--- src/rtl/avalon_mm_ctrl_slave_if.sv ---
// avalon_mm_ctrl_slave_if: Avalon-MM slave bus bundle for the control block
interface avalon_mm_ctrl_slave_if;
   logic [4:0]  avs_address;
   logic        avs_read;
   logic        avs_write;
   logic [31:0] avs_writedata;
   logic [3:0]  avs_byteenable;
   logic        avs_waitrequest;
   logic [31:0] avs_readdata;
   logic        avs_readdatavalid;
   modport slave (
      input  avs_address, avs_read, avs_write, avs_writedata, avs_byteenable,
      output avs_waitrequest, avs_readdata, avs_readdatavalid
   );
   modport master (
      output avs_address, avs_read, avs_write, avs_writedata, avs_byteenable,
      input  avs_waitrequest, avs_readdata, avs_readdatavalid
   );
endinterface

--- src/rtl/avalon_mm_ctrl_slave.sv ---
// avalon_mm_ctrl_slave: run/stop control register block with cycle counter and GP registers
module avalon_mm_ctrl_slave #(
   parameter int          READ_LATENCY = 2,
   parameter logic [31:0] START_CODE   = 32'hF00BF00B,
   parameter logic [31:0] STOP_CODE    = 32'hDEADF00B
) (
   input  logic                   clk,
   input  logic                   reset,
   avalon_mm_ctrl_slave_if.slave  bus,
   output logic                   run,
   output logic                   start_pulse,
   output logic                   stop_pulse
);
   logic [2:0]  word, gp_idx;
   logic        accept_rd, accept_wr, ctrl_wr, do_start, do_stop, do_clear;
   logic        stall_q, run_q, start_q, stop_q, proto_err;
   logic [7:0]  start_cnt;
   logic [31:0] cycle_cnt, rd_mux;
   logic [31:0] gp [6];
   logic [READ_LATENCY-1:0] pipe_v;
   logic [31:0] pipe_d [READ_LATENCY];
   logic        unused_addr;
   assign unused_addr = ^bus.avs_address[1:0];
   always_comb begin
      word      = bus.avs_address[4:2];
      gp_idx    = word - 3'd2;
      accept_rd = bus.avs_read & ~bus.avs_write & ~bus.avs_waitrequest;
      accept_wr = bus.avs_write & ~bus.avs_read & ~bus.avs_waitrequest;
      ctrl_wr   = accept_wr && word == 3'd0 && bus.avs_byteenable == 4'hF;
      do_start  = ctrl_wr && bus.avs_writedata == START_CODE;
      do_stop   = ctrl_wr && bus.avs_writedata == STOP_CODE && run_q;
      do_clear  = ctrl_wr && bus.avs_writedata == 32'h2;
      rd_mux    = word == 3'd0 ? {16'h0, start_cnt, 6'h0, proto_err, run_q} :
                  word == 3'd1 ? cycle_cnt : gp[gp_idx];
   end
   // Outputs are gated by reset so nothing leaks out before the first reset edge clears state.
   always_comb begin
      bus.avs_waitrequest   = reset | stall_q;
      bus.avs_readdatavalid = pipe_v[READ_LATENCY-1] & ~reset;
      bus.avs_readdata      = bus.avs_readdatavalid ? pipe_d[READ_LATENCY-1] : 32'h0;
      run                   = run_q & ~reset;
      start_pulse           = start_q & ~reset;
      stop_pulse            = stop_q & ~reset;
   end
   always_ff @(posedge clk) begin
      if (reset) begin
         stall_q   <= 1'b0;
         run_q     <= 1'b0;
         start_q   <= 1'b0;
         stop_q    <= 1'b0;
         proto_err <= 1'b0;
         start_cnt <= 8'h0;
         cycle_cnt <= 32'h0;
         pipe_v    <= '0;
         for (int i = 0; i < 6; i++) gp[i] <= 32'h0;
         for (int i = 0; i < READ_LATENCY; i++) pipe_d[i] <= 32'h0;
      end else begin
         stall_q   <= ctrl_wr;
         start_q   <= do_start;
         stop_q    <= do_stop;
         run_q     <= do_start | (run_q & ~do_stop);
         proto_err <= (bus.avs_read & bus.avs_write) | (proto_err & ~do_clear);
         start_cnt <= start_cnt + 8'(do_start);
         cycle_cnt <= do_start ? 32'h0 : run_q ? cycle_cnt + 32'd1 : cycle_cnt;
         for (int i = 0; i < 4; i++)
            if (accept_wr && word >= 3'd2 && bus.avs_byteenable[i])
               gp[gp_idx][8*i +: 8] <= bus.avs_writedata[8*i +: 8];
         pipe_v[0] <= accept_rd;
         pipe_d[0] <= rd_mux;
         for (int i = 1; i < READ_LATENCY; i++) begin
            pipe_v[i] <= pipe_v[i-1];
            pipe_d[i] <= pipe_d[i-1];
         end
      end
   end
endmodule
--- src/flat_wrapper.sv ---
// flat-port wrapper written by rule: the top's interface ports become plain ports
module avalon_mm_ctrl_slave_flat 
#(
   parameter int          READ_LATENCY = 2,
   parameter logic [31:0] START_CODE   = 32'hF00BF00B,
   parameter logic [31:0] STOP_CODE    = 32'hDEADF00B
)
  (clk, reset, run, start_pulse, stop_pulse, bus_avs_address, bus_avs_read, bus_avs_write, bus_avs_writedata, bus_avs_byteenable, bus_avs_waitrequest, bus_avs_readdata, bus_avs_readdatavalid);
  avalon_mm_ctrl_slave_if bus_i ();
  input  logic clk;
  input  logic reset;
  output logic run;
  output logic start_pulse;
  output logic stop_pulse;
  input wire logic [$bits(bus_i.avs_address)-1:0] bus_avs_address;
  input wire logic [$bits(bus_i.avs_read)-1:0] bus_avs_read;
  input wire logic [$bits(bus_i.avs_write)-1:0] bus_avs_write;
  input wire logic [$bits(bus_i.avs_writedata)-1:0] bus_avs_writedata;
  input wire logic [$bits(bus_i.avs_byteenable)-1:0] bus_avs_byteenable;
  output wire logic [$bits(bus_i.avs_waitrequest)-1:0] bus_avs_waitrequest;
  output wire logic [$bits(bus_i.avs_readdata)-1:0] bus_avs_readdata;
  output wire logic [$bits(bus_i.avs_readdatavalid)-1:0] bus_avs_readdatavalid;
  assign bus_i.avs_address = bus_avs_address;
  assign bus_i.avs_read = bus_avs_read;
  assign bus_i.avs_write = bus_avs_write;
  assign bus_i.avs_writedata = bus_avs_writedata;
  assign bus_i.avs_byteenable = bus_avs_byteenable;
  assign bus_avs_waitrequest = bus_i.avs_waitrequest;
  assign bus_avs_readdata = bus_i.avs_readdata;
  assign bus_avs_readdatavalid = bus_i.avs_readdatavalid;
  avalon_mm_ctrl_slave #(.READ_LATENCY(READ_LATENCY), .START_CODE(START_CODE), .STOP_CODE(STOP_CODE)) u_core (.clk(clk), .reset(reset), .bus(bus_i), .run(run), .start_pulse(start_pulse), .stop_pulse(stop_pulse));
endmodule
--- config.mk ---
export PLATFORM = sky130hd
export DESIGN_NAME = avalon_mm_ctrl_slave_flat
export DESIGN_NICKNAME = d
export VERILOG_FILES = /design/src/rtl/avalon_mm_ctrl_slave_if.sv /design/src/rtl/avalon_mm_ctrl_slave.sv /design/src/flat_wrapper.sv
export SDC_FILE = /design/constraint.sdc
export NUM_CORES = 1
export LEC_CHECK = 0
export BUFFER_PORTS_ARGS = -buffer_cell sky130_fd_sc_hd__buf_2
export CAP_MARGIN = 20
export CORE_ASPECT_RATIO = 1.5
export CORE_UTILIZATION = 55
export CTS_CLUSTER_SIZE = 14
export DETAILED_ROUTE_END_ITERATION = 16
export PLACE_DENSITY = 0.72
export REMOVE_ABC_BUFFERS = 1
export SETUP_SLACK_MARGIN = 0.02
export SKIP_LAST_GASP = 1
export SYNTH_ARGS = -nofsm -noshare
export SYNTH_HDL_FRONTEND = slang
export SYNTH_SLANG_ARGS = --single-unit
export TNS_END_PERCENT = 100
--- constraint.sdc ---
create_clock -name clk -period 3.2 [get_ports clk]
set_clock_uncertainty 0.15 [all_clocks]
set_input_delay 0.48 -clock clk [delete_from_list [all_inputs] [get_ports clk]]
set_output_delay 0.48 -clock clk [all_outputs]
set_load 0.02 [all_outputs]
## Word-level counts from Yosys, hierarchy flattened

Memories as Yosys holds them, arrays and structs flattened.
Index checks and enable logic that the tools add are counted.

| word-level totals | value |
|---|---|
| register bits | 47 |
| bits in writable memories | 256 |
| bits of input ports | 45 |
| output and inout port bits | 37 |
| word-level logic and storage cells | 78 |
| memories kept | 2 |

Memories:

| memory | words | width | read ports | clocked after memory_dff | wr ports | RTL line | RTL |
|---|---|---|---|---|---|---|---|
| u_core.gp | 6 | 32 | 1 | 0 | 6 | avalon_mm_ctrl_slave.sv:19 | `logic [31:0] gp [6];` |
| u_core.pipe_d | 2 | 32 | 2 | 0 | 2 | avalon_mm_ctrl_slave.sv:21 | `logic [31:0] pipe_d [READ_LATENCY];` |

| operators by class | value |
|---|---|
| add/subtract/negate cells | 3 |
| order comparisons | 1 |
| equal/unequal tests | 5 |
| multiplexer cells | 23 |
| bitwise logic cells | 22 |
| reductions and logical operators | 14 |

Operators with widths:

| kind | count |
|---|---|
| two-way mux 32 bit | 6 |
| == test 32 bit (second input constant) | 2 |
| adder 32 x 1 -> 32 bit (second input constant) | 1 |
| == test 32 x 2 -> 1 bit (second input constant) | 1 |
| OR reduction 32 bit | 1 |
| two-way mux 1 bit | 15 |
| AND 1 bit | 11 |
| logical AND 1 bit | 11 |
| adder 8 x 1 -> 8 bit | 1 |
| inverter 1 bit | 6 |
| bitwise OR 1 bit | 5 |
| == test 4 bit (second input constant) | 1 |
| two-way mux 4 bit | 1 |
| == test 3 x 1 -> 1 bit (second input constant) | 1 |
| >= comparator 3 x 2 -> 1 bit (second input constant) | 1 |
| logical NOT 3 bit | 1 |
| two-way mux 3 bit | 1 |
| subtractor 3 x 2 -> 3 bit (second input constant) | 1 |
| OR reduction 2 bit | 1 |

## Logic depth before layout (Yosys ltp)

| logic depth | value |
|---|---|
| word-level depth | 10 |
| gate-level depth with buffers | 9 |
| gate-level depth less buffers | 8 |

## Worst setup path after synthesis

OpenSTA, ideal clock, no wires.

| path | value |
|---|---|
| path kind | input port to flip-flop |
| from | input port bus_avs_address[4] |
| to | memory u_core.gp[6][0], enable pin |
| setup time | 370 ps |
| arrival time | 2409 ps |
| required time | 2680 ps |
| setup slack | 271 ps |
| stages | 9 |
| path buffers | 3 |
| cells stage by stage | clkbuf_1 > inv_1 > ha_1 > clkbuf_1 > clkinv_1 > clkbuf_1 > and2_1 > nand2_1 > nor2_1 |

RTL lines:

| element | RTL line | RTL |
|---|---|---|
| from (decl) | flat_wrapper.sv:15 | `input wire logic [$bits(bus_i.avs_address)-1:0] bus_avs_address;` |
| to (decl) | avalon_mm_ctrl_slave.sv:19 |  |

==> impl_metrics.tcl <==
set metrics [dict create \
    synthAdderAreaFrac_pct 0.328 \
    ys_async_sr_fraction_pct 0 \
    synthXorXnorAreaFrac_pct 2.07 \
    power.share.combinational_pct 6.2 \
    cts_hold_buf 0 \
    drc 0 \
    filler_cell_count 2073 \
    seqPwrFrac_pct 53.3 \
    clock_group_share_of_total_power_pct 40.5 \
    clk_path_buf_depth 3 \
    clk_root_buffer_cell "sky130_fd_sc_hd__clkbuf_16" \
    worst_hold_path_type "in -> reg" \
    top_usage_layer "met2" \
    globalplace.congestion 0.950 \
    clkSlewWorstSetupHoldPaths_ns 0.06 \
    pwr_density_cell_nw_per_um2 572 \
    synthDistinctLibCells 48 \
    worstSetupPathType "reg -> reg" \
    synthFlopType "sky130_fd_sc_hd__edfxtp_1" \
    place.port_buffers 79 \
    p_leak_uw 0.00637 \
    worst_hold_slack_ns 0.0884 \
    cts.repair_timing.setup_buffer_count 0 \
    wire_per_inst_um 20.0 \
    vias 9328 \
    detail_route.iter0.violations 691 \
    cts_sinks 367 \
    synth.cells.most_frequent "sky130_fd_sc_hd__edfxtp_1 (256), sky130_fd_sc_hd__nor2_1 (242), sky130_fd_sc_hd__dfxtp_1 (111)" \
    global_route_wire_length_before_repair_um 51700 \
    switching_power_uw 2070 \
    full_die_area_um2 28400 \
    reg2reg_setup_slack_ns 0.29 \
    track_usage_pct 25.1 \
    p_sw_share_pct 20.7 \
    internal_power_uw 7950 \
    grt.met1_usage_pct 27.5 \
    worst-endpoint-arrival_ns 2.92 \
    die_height_um 206 \
    core_region_area_um2 27200 \
    cts_tree "yes" \
    critPathLaunchType "register" \
    worstRegToRegCells 7 \
    yosys_register_bits 367 \
    setup_slack_ns 0.294 \
    setup_viol 0 \
    mappedNetlistArea_um2 15200 \
    routed_via_density 5.60 \
    design.final.nets 1347 \
    global_route.usage.met2_pct 46.6 \
    count_of_maximum_capacitance_violations 0 \
    drive_gt1_share_pct 20.7 \
    worst-slew-pin-transition_ns 0.919 \
    final.period_utilization_pct 90.8 \
    clock_latency_late_sink_ns 0.52 \
    critPathSlowestCell "sky130_fd_sc_hd__or4b_4" \
    finalWorstPathRequiredPeriod_ns 2.91 \
    finalWirelength_um 33300 \
    dp_worst_setup_slack_ns -0.00375 \
    per_instance_average_area_after_synthesis_um2 13.0 \
    crit_chain "or4b_4 > buf_4 > a211oi_4 > nor4b_2 > buf_4 > nand2_1 > nand2b_1" \
    htreeDepth 2 \
    post_synth_inst_count 1170 \
    synth_top_cell_by_area "sky130_fd_sc_hd__edfxtp_1" \
    combinational_family_with_the_most_area_after_synthesis "simple AND/OR/NAND/NOR gates" \
    critPathMaxFanout 12 \
    pin_count 82 \
    run_status "completed" \
    grt_antenna_before_repair 0 \
    row_count 74 \
    yosysTopAreaCellShare_pct 50.4 \
    number_of_antenna_cells_inserted 0 \
    muxShareOfSynthArea_pct 11.0 \
    area_delta_synth_final_pct 14.8 \
    start_util_pct 56.0 \
    yosys.area_share.simple_pct 15.5 \
    grt_setup_unrepaired "no" \
    peak_ir_drop_on_the_vdd_network_mv 0.457 \
    critPathCaptureType "register" \
    synth.area.top_cells "sky130_fd_sc_hd__edfxtp_1 (50%), sky130_fd_sc_hd__dfxtp_1 (15%), sky130_fd_sc_hd__mux4_2 (8.9%)" \
    final_count_of_pins_violating_max_slew 0 \
    part_of_the_yosys_area_used_for_sequential_elements_pct 65.0 \
    min_to "u_core.pipe_v[0]" \
    hpwlAfterDp_um 24200 \
    gr-usage-met3_pct 3.65 \
    floorplan.die.width_um 138 \
    gr-total-overflow 0 \
    antenna_violating_nets_post_route 0 \
    holdCritStartpoint "bus_avs_write" \
    timing.hold.worst_path_depth 3 \
    worst-endpoint-required_ns 3.22 \
    critical_path.most_common_cell "sky130_fd_sc_hd__buf_4" \
    slew-limit-headroom_pct 38.5 \
    firstDrtPassIters 5 \
    cts_inserted_buffers 34 \
    fmax_ghz 0.344 \
    synth_most_common_cell "sky130_fd_sc_hd__edfxtp_1" \
    post_cts.resized_instances 0 \
    timing.critical_path.slowest_cell_delay_ns 0.57 \
    final-seq-area_um2 9910 \
    pin_count_of_the_biggest_net_entering_global_routing 49 \
    multi_input_comb_area_um2 4930 \
    synth_compound_area_share_pct 3.32 \
    synth_warnings 0 \
    via_count_of_the_first_global_routing_pass 9464 \
    regToRegStartpoint "u_core.stall_q" \
    synth_enable_flop_cells 256 \
    timing.final.hold_violations 0 \
    crit-reg2reg-capture "u_core.gp[0][25]" \
]
## per-layer routing
layer,vias up,share of wire [%],wire (um)
met5,-,0,0
met4,0,4.4,1470
met3,87,5.4,1790
met2,293,56,18500
met1,4508,35,11500
li1,4440,-,-
## power by group through the flow
stage          combinational [uW]  clock (uW)  sequential (uW)
5_1_grt                       674        4310             5360
4_1_cts                       628        4130             5340
2_1_floorplan                 368           0             5410
3_5_place_dp                  625           0             5440
3_3_place_gp                  612           0             5430
6_report                      621        4060             5340
## cell type report
| cell class | count | area share [%] |
|---|---|---|
| flip-flops and latches | 367 | 56.6 |
| multi-input cells | 705 | 28.2 |
| clock buffers | 55 | 6.17 |
| repair buffers | 152 | 5.47 |
| well taps | 342 | 2.44 |
| inverters | 38 | 0.815 |
| clock inverters | 7 | 0.336 |
## per-stage QoR
step                instances  util [%]  TNS, ns  cell area [um^2]  power [uW]
floorplan                1110         -   -68.95             15000        5780
global placement         1604      60.1        0             16400        6040
detailed placement       1604      60.1  -0.0255             16400        6070
CTS                      1666      64.3        0             17500       10100
global route             1666      64.3        0             17500       10300
finish                   1666      64.3        0             17500       10000
## cell usage in the layout, fill, tap and decap left out, types with 4 or more instances in the layout
| cell | instances |
|---|---|
| sky130_fd_sc_hd__nand4_1 | 23 |
| sky130_fd_sc_hd__xnor2_1 | 7 |
| sky130_fd_sc_hd__inv_1 | 39 |
| sky130_fd_sc_hd__clkbuf_8 | 4 |
| sky130_fd_sc_hd__a211oi_1 | 35 |
| sky130_fd_sc_hd__a21o_1 | 4 |
| sky130_fd_sc_hd__a21oi_1 | 18 |
| sky130_fd_sc_hd__and3_1 | 8 |
| sky130_fd_sc_hd__mux2i_1 | 33 |
| sky130_fd_sc_hd__buf_4 | 73 |
| sky130_fd_sc_hd__and2_1 | 38 |
| sky130_fd_sc_hd__nand2_1 | 70 |
| sky130_fd_sc_hd__nor2b_1 | 38 |
| sky130_fd_sc_hd__buf_2 | 78 |
| sky130_fd_sc_hd__or3_1 | 4 |
| sky130_fd_sc_hd__nor2_1 | 242 |
| sky130_fd_sc_hd__nand3_1 | 13 |
| sky130_fd_sc_hd__nor4_1 | 8 |
| sky130_fd_sc_hd__clkbuf_16 | 39 |
| sky130_fd_sc_hd__nor3_1 | 11 |
| sky130_fd_sc_hd__nand2b_1 | 24 |
| sky130_fd_sc_hd__mux4_2 | 60 |
| sky130_fd_sc_hd__xor2_1 | 29 |
| sky130_fd_sc_hd__o21ai_0 | 6 |
| sky130_fd_sc_hd__clkbuf_1 | 10 |
| sky130_fd_sc_hd__dfxtp_1 | 111 |
| sky130_fd_sc_hd__edfxtp_1 | 256 |
| sky130_fd_sc_hd__ha_1 | 4 |
## logic make-up (layout without fill, tap and decap cells)
family	count (synthesis)	in the layout
buffers and inverters	98	252
flip-flops	367	367
XOR/XNOR	36	36
AND/OR/NAND/NOR	498	498
multiplexers	93	93
adder cells (fa/ha/maj)	4	4
AO/OA/AOI/OAI	74	74
## sequential cells by signal, summed over array words and instances (netlist names), 2 cells and up
name,cells
u_core.gp,256
u_core.pipe_d,64
u_core.cycle_cnt,32
u_core.start_cnt,8
u_core.pipe_v,2
## worst max path at each step
stage              startpoint  slack (ns)          endpoint  cells after the start
4_1_cts        u_core.stall_q        0.32   u_core.gp[0][7]                      7
3_5_place_dp            reset      -0.004   u_core.gp[0][7]                      8
5_1_grt        u_core.stall_q        0.19  u_core.gp[4][24]                      7
3_3_place_gp            reset        0.04  u_core.gp[0][26]                      8
2_1_floorplan    bus_avs_read       -0.44  u_core.gp[0][24]                      5
6_report       u_core.stall_q        0.29  u_core.gp[0][25]                      7
## worst max-delay path: cells and delay by family, from the launching register on
family | cells | cell delay, ns
AO/OA/AOI/OAI | 1 | 0.35
AND/OR/NAND/NOR | 4 | 1.35
buffers and inverters | 2 | 0.37
flip-flops | 1 | 0.33
No activity file was read; power rests on OpenSTA's default activity.
